`src/rtl/dds_signal_generator_if.sv`:
```
// Signal bundle between the DDS generator, its sine ROM and the key/switch front panel.
// master = generator side, slave = environment (keys, switch, ROM) side.
interface dds_signal_generator_if #(
  parameter int ADDR_W = 10,
  parameter int OUT_W  = 8,
  parameter int FREQ_W = 16
);
  logic [1:0]        switch;
  logic              freq_add;
  logic              freq_dec;
  logic [OUT_W-1:0]  rom_data;
  logic [ADDR_W-1:0] rom_addr;
  logic [FREQ_W-1:0] freq_word;
  logic [OUT_W-1:0]  wave_out;

  modport master (
    input  switch, freq_add, freq_dec, rom_data,
    output rom_addr, freq_word, wave_out
  );

  modport slave (
    output switch, freq_add, freq_dec, rom_data,
    input  rom_addr, freq_word, wave_out
  );
endinterface

```
`src/rtl/dds_signal_generator.sv`:
```
// DDS waveform generator: key-stepped tuning word, phase accumulator, sine/square/triangle/saw.
// Optional key debouncing is enabled by defining SIGGEN_DEBOUNCE_EN.
module dds_signal_generator #(
  parameter int PHASE_W      = 24,
  parameter int FREQ_W       = 16,
  parameter int ADDR_W       = 10,
  parameter int OUT_W        = 8,
  parameter int FREQ_INIT    = 16,
  parameter int FREQ_STEP    = 16,
  parameter int FREQ_MIN     = 16,
  parameter int FREQ_MAX     = 4096,
  parameter int DEBOUNCE_CYC = 500000
) (
  input  logic                   sys_clk,
  input  logic                   reset,
  dds_signal_generator_if.master bus
);

  localparam logic [FREQ_W:0]   STEP_X = (FREQ_W+1)'(FREQ_STEP);
  localparam logic [FREQ_W:0]   MIN_X  = (FREQ_W+1)'(FREQ_MIN);
  localparam logic [FREQ_W:0]   MAX_X  = (FREQ_W+1)'(FREQ_MAX);
  localparam logic [FREQ_W-1:0] INIT_W = FREQ_W'(FREQ_INIT);

  // Bit order in the synchroniser: [3:2] switch, [1] freq_dec, [0] freq_add
  logic [3:0]        sync_meta_reg;
  logic [3:0]        sync_reg;
  logic [1:0]        key_level;
  logic [1:0]        key_prev_reg;
  logic [1:0]        key_rise;
  logic [FREQ_W-1:0] freq_word_reg;
  logic [FREQ_W-1:0] freq_next;
  logic [FREQ_W:0]   freq_sum;
  logic [PHASE_W-1:0] acc_reg;
  logic [PHASE_W-1:0] acc_next;
  logic [ADDR_W-1:0] rom_addr_reg;
  logic [OUT_W:0]    phase_d_reg;
  logic [OUT_W-1:0]  wave_reg;
  logic [OUT_W-1:0]  wave_next;

  always_ff @(posedge sys_clk or negedge reset) begin
    if (!reset) begin
      sync_meta_reg <= '0;
      sync_reg      <= '0;
    end else begin
      sync_meta_reg <= {bus.switch, bus.freq_dec, bus.freq_add};
      sync_reg      <= sync_meta_reg;
    end
  end

  genvar gi;
  generate
    for (gi = 0; gi < 2; gi++) begin : g_key
`ifdef SIGGEN_DEBOUNCE_EN
      localparam int CNT_W = $clog2(DEBOUNCE_CYC + 1);
      logic [CNT_W-1:0] cnt_reg;
      logic             level_reg;

      // Level flips only once the synchronised key has disagreed with it for DEBOUNCE_CYC cycles
      always_ff @(posedge sys_clk or negedge reset) begin
        if (!reset) begin
          cnt_reg   <= '0;
          level_reg <= 1'b0;
        end else if (sync_reg[gi] == level_reg) begin
          cnt_reg <= '0;
        end else if (cnt_reg == CNT_W'(DEBOUNCE_CYC - 1)) begin
          cnt_reg   <= '0;
          level_reg <= sync_reg[gi];
        end else begin
          cnt_reg <= cnt_reg + 1'b1;
        end
      end

      assign key_level[gi] = level_reg;
`else
      assign key_level[gi] = sync_reg[gi];
`endif
    end
  endgenerate

  assign key_rise = key_level & ~key_prev_reg;

  // Saturating step in FREQ_W+1 bits; simultaneous add/dec presses cancel out
  always_comb begin
    freq_next = freq_word_reg;
    freq_sum  = {1'b0, freq_word_reg} + STEP_X;
    if (key_rise == 2'b01) begin
      freq_next = (freq_sum > MAX_X) ? MAX_X[FREQ_W-1:0] : freq_sum[FREQ_W-1:0];
    end else if (key_rise == 2'b10) begin
      freq_next = ({1'b0, freq_word_reg} < (MIN_X + STEP_X)) ? MIN_X[FREQ_W-1:0]
                                                             : freq_word_reg - STEP_X[FREQ_W-1:0];
    end
  end

  always_ff @(posedge sys_clk or negedge reset) begin
    if (!reset) begin
      key_prev_reg  <= '0;
      freq_word_reg <= INIT_W;
    end else begin
      key_prev_reg  <= key_level;
      freq_word_reg <= freq_next;
    end
  end

  assign acc_next = acc_reg + PHASE_W'(freq_word_reg);

  // Non-sine modes use a delayed copy of the phase so they line up with the ROM read latency
  always_comb begin
    wave_next = wave_reg;
    case (sync_reg[3:2])
      2'b00:   wave_next = bus.rom_data;
      2'b01:   wave_next = phase_d_reg[OUT_W] ? '0 : '1;
      2'b10:   wave_next = phase_d_reg[OUT_W] ? ~phase_d_reg[OUT_W-1:0] : phase_d_reg[OUT_W-1:0];
      default: wave_next = phase_d_reg[OUT_W -: OUT_W];
    endcase
  end

  always_ff @(posedge sys_clk or negedge reset) begin
    if (!reset) begin
      acc_reg      <= '0;
      rom_addr_reg <= '0;
      phase_d_reg  <= '0;
      wave_reg     <= '0;
    end else begin
      acc_reg      <= acc_next;
      rom_addr_reg <= acc_next[PHASE_W-1 -: ADDR_W];
      phase_d_reg  <= acc_reg[PHASE_W-1 -: OUT_W+1];
      wave_reg     <= wave_next;
    end
  end

  assign bus.rom_addr  = rom_addr_reg;
  assign bus.freq_word = freq_word_reg;
  assign bus.wave_out  = wave_reg;

endmodule

```
`src/flat_wrapper.sv`:
```
// flat-port wrapper written by rule: the top's interface ports become plain ports
module dds_signal_generator_flat 
#(
  parameter int PHASE_W      = 24,
  parameter int FREQ_W       = 16,
  parameter int ADDR_W       = 10,
  parameter int OUT_W        = 8,
  parameter int FREQ_INIT    = 16,
  parameter int FREQ_STEP    = 16,
  parameter int FREQ_MIN     = 16,
  parameter int FREQ_MAX     = 4096,
  parameter int DEBOUNCE_CYC = 500000
)
  (sys_clk, reset, bus_switch, bus_freq_add, bus_freq_dec, bus_rom_data, bus_rom_addr, bus_freq_word, bus_wave_out);
  dds_signal_generator_if #(.ADDR_W(ADDR_W), .OUT_W(OUT_W), .FREQ_W(FREQ_W)) bus_i ();
  input  logic sys_clk;
  input  logic reset;
  input wire logic [$bits(bus_i.switch)-1:0] bus_switch;
  input wire logic [$bits(bus_i.freq_add)-1:0] bus_freq_add;
  input wire logic [$bits(bus_i.freq_dec)-1:0] bus_freq_dec;
  input wire logic [$bits(bus_i.rom_data)-1:0] bus_rom_data;
  output wire logic [$bits(bus_i.rom_addr)-1:0] bus_rom_addr;
  output wire logic [$bits(bus_i.freq_word)-1:0] bus_freq_word;
  output wire logic [$bits(bus_i.wave_out)-1:0] bus_wave_out;
  assign bus_i.switch = bus_switch;
  assign bus_i.freq_add = bus_freq_add;
  assign bus_i.freq_dec = bus_freq_dec;
  assign bus_i.rom_data = bus_rom_data;
  assign bus_rom_addr = bus_i.rom_addr;
  assign bus_freq_word = bus_i.freq_word;
  assign bus_wave_out = bus_i.wave_out;
  dds_signal_generator #(.PHASE_W(PHASE_W), .FREQ_W(FREQ_W), .ADDR_W(ADDR_W), .OUT_W(OUT_W), .FREQ_INIT(FREQ_INIT), .FREQ_STEP(FREQ_STEP), .FREQ_MIN(FREQ_MIN), .FREQ_MAX(FREQ_MAX), .DEBOUNCE_CYC(DEBOUNCE_CYC)) u_core (.sys_clk(sys_clk), .reset(reset), .bus(bus_i));
endmodule
```
`config.mk`:
```
export PLATFORM = sky130hd
export DESIGN_NAME = dds_signal_generator_flat
export DESIGN_NICKNAME = d
export VERILOG_FILES = /design/src/rtl/dds_signal_generator_if.sv /design/src/rtl/dds_signal_generator.sv /design/src/flat_wrapper.sv
export SDC_FILE = /design/constraint.sdc
export NUM_CORES = 1
export LEC_CHECK = 0
export ABC_AREA = 1
export BUFFER_PORTS_ARGS = -buffer_cell sky130_fd_sc_hd__buf_2
export CAP_MARGIN = 5
export CELL_PAD_IN_SITES_DETAIL_PLACEMENT = 0
export CELL_PAD_IN_SITES_GLOBAL_PLACEMENT = 1
export CORE_AREA = 2 2 92 94
export CTS_CLUSTER_DIAMETER = 80
export DETAILED_ROUTE_END_ITERATION = 6
export DIE_AREA = 0 0 94 96
export GPL_ROUTABILITY_DRIVEN = 0
export HOLD_SLACK_MARGIN = 0.02
export PLACE_DENSITY_LB_ADDON = 0.1
export SYNTH_ARGS = -nofsm -noshare
export SYNTH_HDL_FRONTEND = slang
export SYNTH_SLANG_ARGS = --single-unit
export TNS_END_PERCENT = 100
```
`constraint.sdc`:
```
create_clock -name sys_clk -period 2.6 [get_ports sys_clk]
set_input_delay 0.39 -clock sys_clk [delete_from_list [all_inputs] [get_ports sys_clk]]
set_output_delay 0.39 -clock sys_clk [all_outputs]
set_load 0.01 [all_outputs]
```
==> run metrics <==
status=finished clean; top-count cell post-synth=nand2_1; largest net degree at the start of global routing=63; total CTS buffers=9; placed cell areas=3830 um2; sequential element share of the synthesized area=0.430; Final Net Count=510; dpl hpwl=6380 um; post-route cell area=4010 um2; Clock Sinks=62; post-synth top area share=0.422; CTS max path bufs=2; clk slew on worst S/H paths=0.07 ns; Post-CTS Resized=0; Unique masters post-synth=36; area occupied by multi-input gates=1730 um2; root buffer cell=clkbuf_8; P per Cell Area=1090 nW/um2; wire per inst=14.5 um; antenna viol nets, final=0; Async SR Flop Fraction=1.00; Syn Area/Cell=8.14 um2; worst hold path type=in2reg; CP arrival=2.23 ns; min cycle time layout=2.00 ns; Fmax=499 MHz; boundary pin count=48; max FFs per register=23; EDFF count, synth=0; vias in the first global route=2880; Crit. End Element=flip-flop; Initial Utilization=0.449; Critical Path Max Stage Delay=0.51 ns; First-pass DRT Iterations=4; Core Rows=33; drt total wl=8520 um; Most Used Layer, Global Route=met2; dominant register cell in the synthesized netlist=dfrtp_1; Slowest-stage cell, CP=dfrtp_1; met1 Use GR=0.275; Seq cells post-synth=62; Synth area leader=dfrtp_1; ranking of synthesized cells by area=dfrtp_1 (42%), nand2_1 (9.8%), ha_1 (5.5%); Die Area=9020 um2; # H-tree levels=3; final hold violations=0; first-pass GRT wire length=14100 um; crit path cell chain=ha_1, nand2_1, nand2_1, o21bai_2, nand2_1, nand2_1, nand3_1, nand2_1, nand2_1, xor2_1; antenna violations before repair=0; port bufs=43; CTS Hold Bufs=0; Synth Instances=444; Layout Skew=0.00762 ns; synth-to-layout area growth=10.9%; RSZ-0062 raised after global routing=no; routed vias=2930; list of most frequent post-synthesis cells=nand2_1 (94), dfrtp_1 (61), inv_1 (47); share of layout cells above drive strength 1=0.159; postcts setup bufs=0; # setup viols final=0; antenna diode count=0; DRC=0; Crit Path Max Fanout=9; CTS tree=done; Tcrit/Tclk final=0.771; GR Layer Usage met2=0.336; Hold WS=0.157 ns; Least-Margin Pin Slew=0.786 ns; GR Util met3=0.0446; setup_tns=0 ns; P_leak=1.96 nW; synthesized area=3610 um2; worst skew pair latency=0.34 ns; Slew Viols, Final=0; total power draw=4.38 mW; YS warnings=0; Max IR drop VDD=0.000534 V; register area=1550 um2; Global Route Usage Sum=0.207; slew margin rel.=0.476; Die Y=96 um; CP dominant cell by count=nand2_1; DRT iter0 DRCs=205; max_cap viols=0; core footprint=8050 um2; Fillers=833; CP required=2.83 ns; GR Overflow Total=0; Horiz. Die Dim=94 um; Worst setup SP type=flip-flop; Vias/cell=4.97; Crit Path Category=reg2reg
power by group:
group | switching, mW | internal, mW | leakage [nW] | total (mW)
Combinational | 1.22 | 0.800 | 1.15 | 2.02
Sequential | 0.325 | 1.26 | 0.728 | 1.58
Clock | 0.404 | 0.372 | 0.0820 | 0.776
cell usage in the layout, fill, tap and decap left out, types with 2 or more instances in the layout:
master	synthesis	routed
conb_1	1	5
buf_2	2	43
nand3_1	33	33
ha_1	16	16
nand3b_1	2	2
o21ai_0	16	16
buf_4	17	2
o21ai_1	4	4
nor2_2	2	2
o211ai_1	2	2
clkinvlp_4	0	2
nor3_1	3	3
xor2_1	20	20
a21oi_1	33	33
dfrtp_1	61	61
a31oi_1	4	4
nor2_4	2	2
inv_1	47	47
nand2_1	94	94
a32oi_1	6	6
clkbuf_8	0	10
nand2_2	4	4
nand4_1	5	5
xnor2_1	9	9
nor2_1	43	43
inv_2	3	3
layer usage:
metal  part of all wire  vias to the layer above
met2               0.48                       39
met3              0.030                        8
met5                  0                        -
met4             0.0085                        0
met1               0.48                     1388
li1                   -                     1495
worst paths after layout:
| kind | from | endpoint | slack, ns | cells after the start |
|---|---|---|---|---|
| min | bus_switch[1] | u_core.sync_meta_reg[3]$_DFF_PN0_ | 0.16 | 1 |
| min in group asynchronous | reset | u_core.bus.freq_word[10]$_DFFE_PN0P_ | 0.21 | 2 |
| max reg2reg | u_core.bus.freq_word[5]$_DFFE_PN0P_ | u_core.acc_reg[20]$_DFF_PN0_ | 0.60 | 10 |
| min reg2reg | u_core.sync_meta_reg[0]$_DFF_PN0_ | u_core.sync_reg[0]$_DFF_PN0_ | 0.35 | 0 |
| max | u_core.bus.freq_word[5]$_DFFE_PN0P_ | u_core.acc_reg[20]$_DFF_PN0_ | 0.60 | 10 |
| max in group asynchronous | reset | u_core.bus.wave_out[0]$_DFF_PN0_ | 1.86 | 2 |
metrics by stage:
stage                util  setup slack, ns  std cells
floorplan               -            0.840        448
global placement    0.476            0.613        574
detailed placement  0.476            0.589        574
CTS                 0.498            0.581        589
global route        0.498            0.436        589
finish              0.498            0.595        589
kinds of logic after synthesis:
kind of cell             synth area share
AND/OR/NAND/NOR                     0.242
buffers and inverters              0.0956
AO/OA/AOI/OAI                       0.106
flip-flops                          0.430
XOR/XNOR                           0.0703
adder cells (fa/ha/maj)            0.0554
other                             0.00104
layout make-up:
cell class,instances,share of cell area
multi-input cells,312,0.432
flip-flops and latches,62,0.388
repair buffers,45,0.0575
inverters,50,0.0468
clock buffers,11,0.0353
well taps,105,0.0328
clock inverters,4,0.00812
worst max-delay path: cells and delay by family, from the launching register on:
family	cells	cell delay, ns
compound gates	1	0.18
xor+xnor	1	0.14
fa+ha+maj	1	0.39
flops	1	0.51
simple gates	7	0.68
No activity file was read; power rests on OpenSTA's default activity.
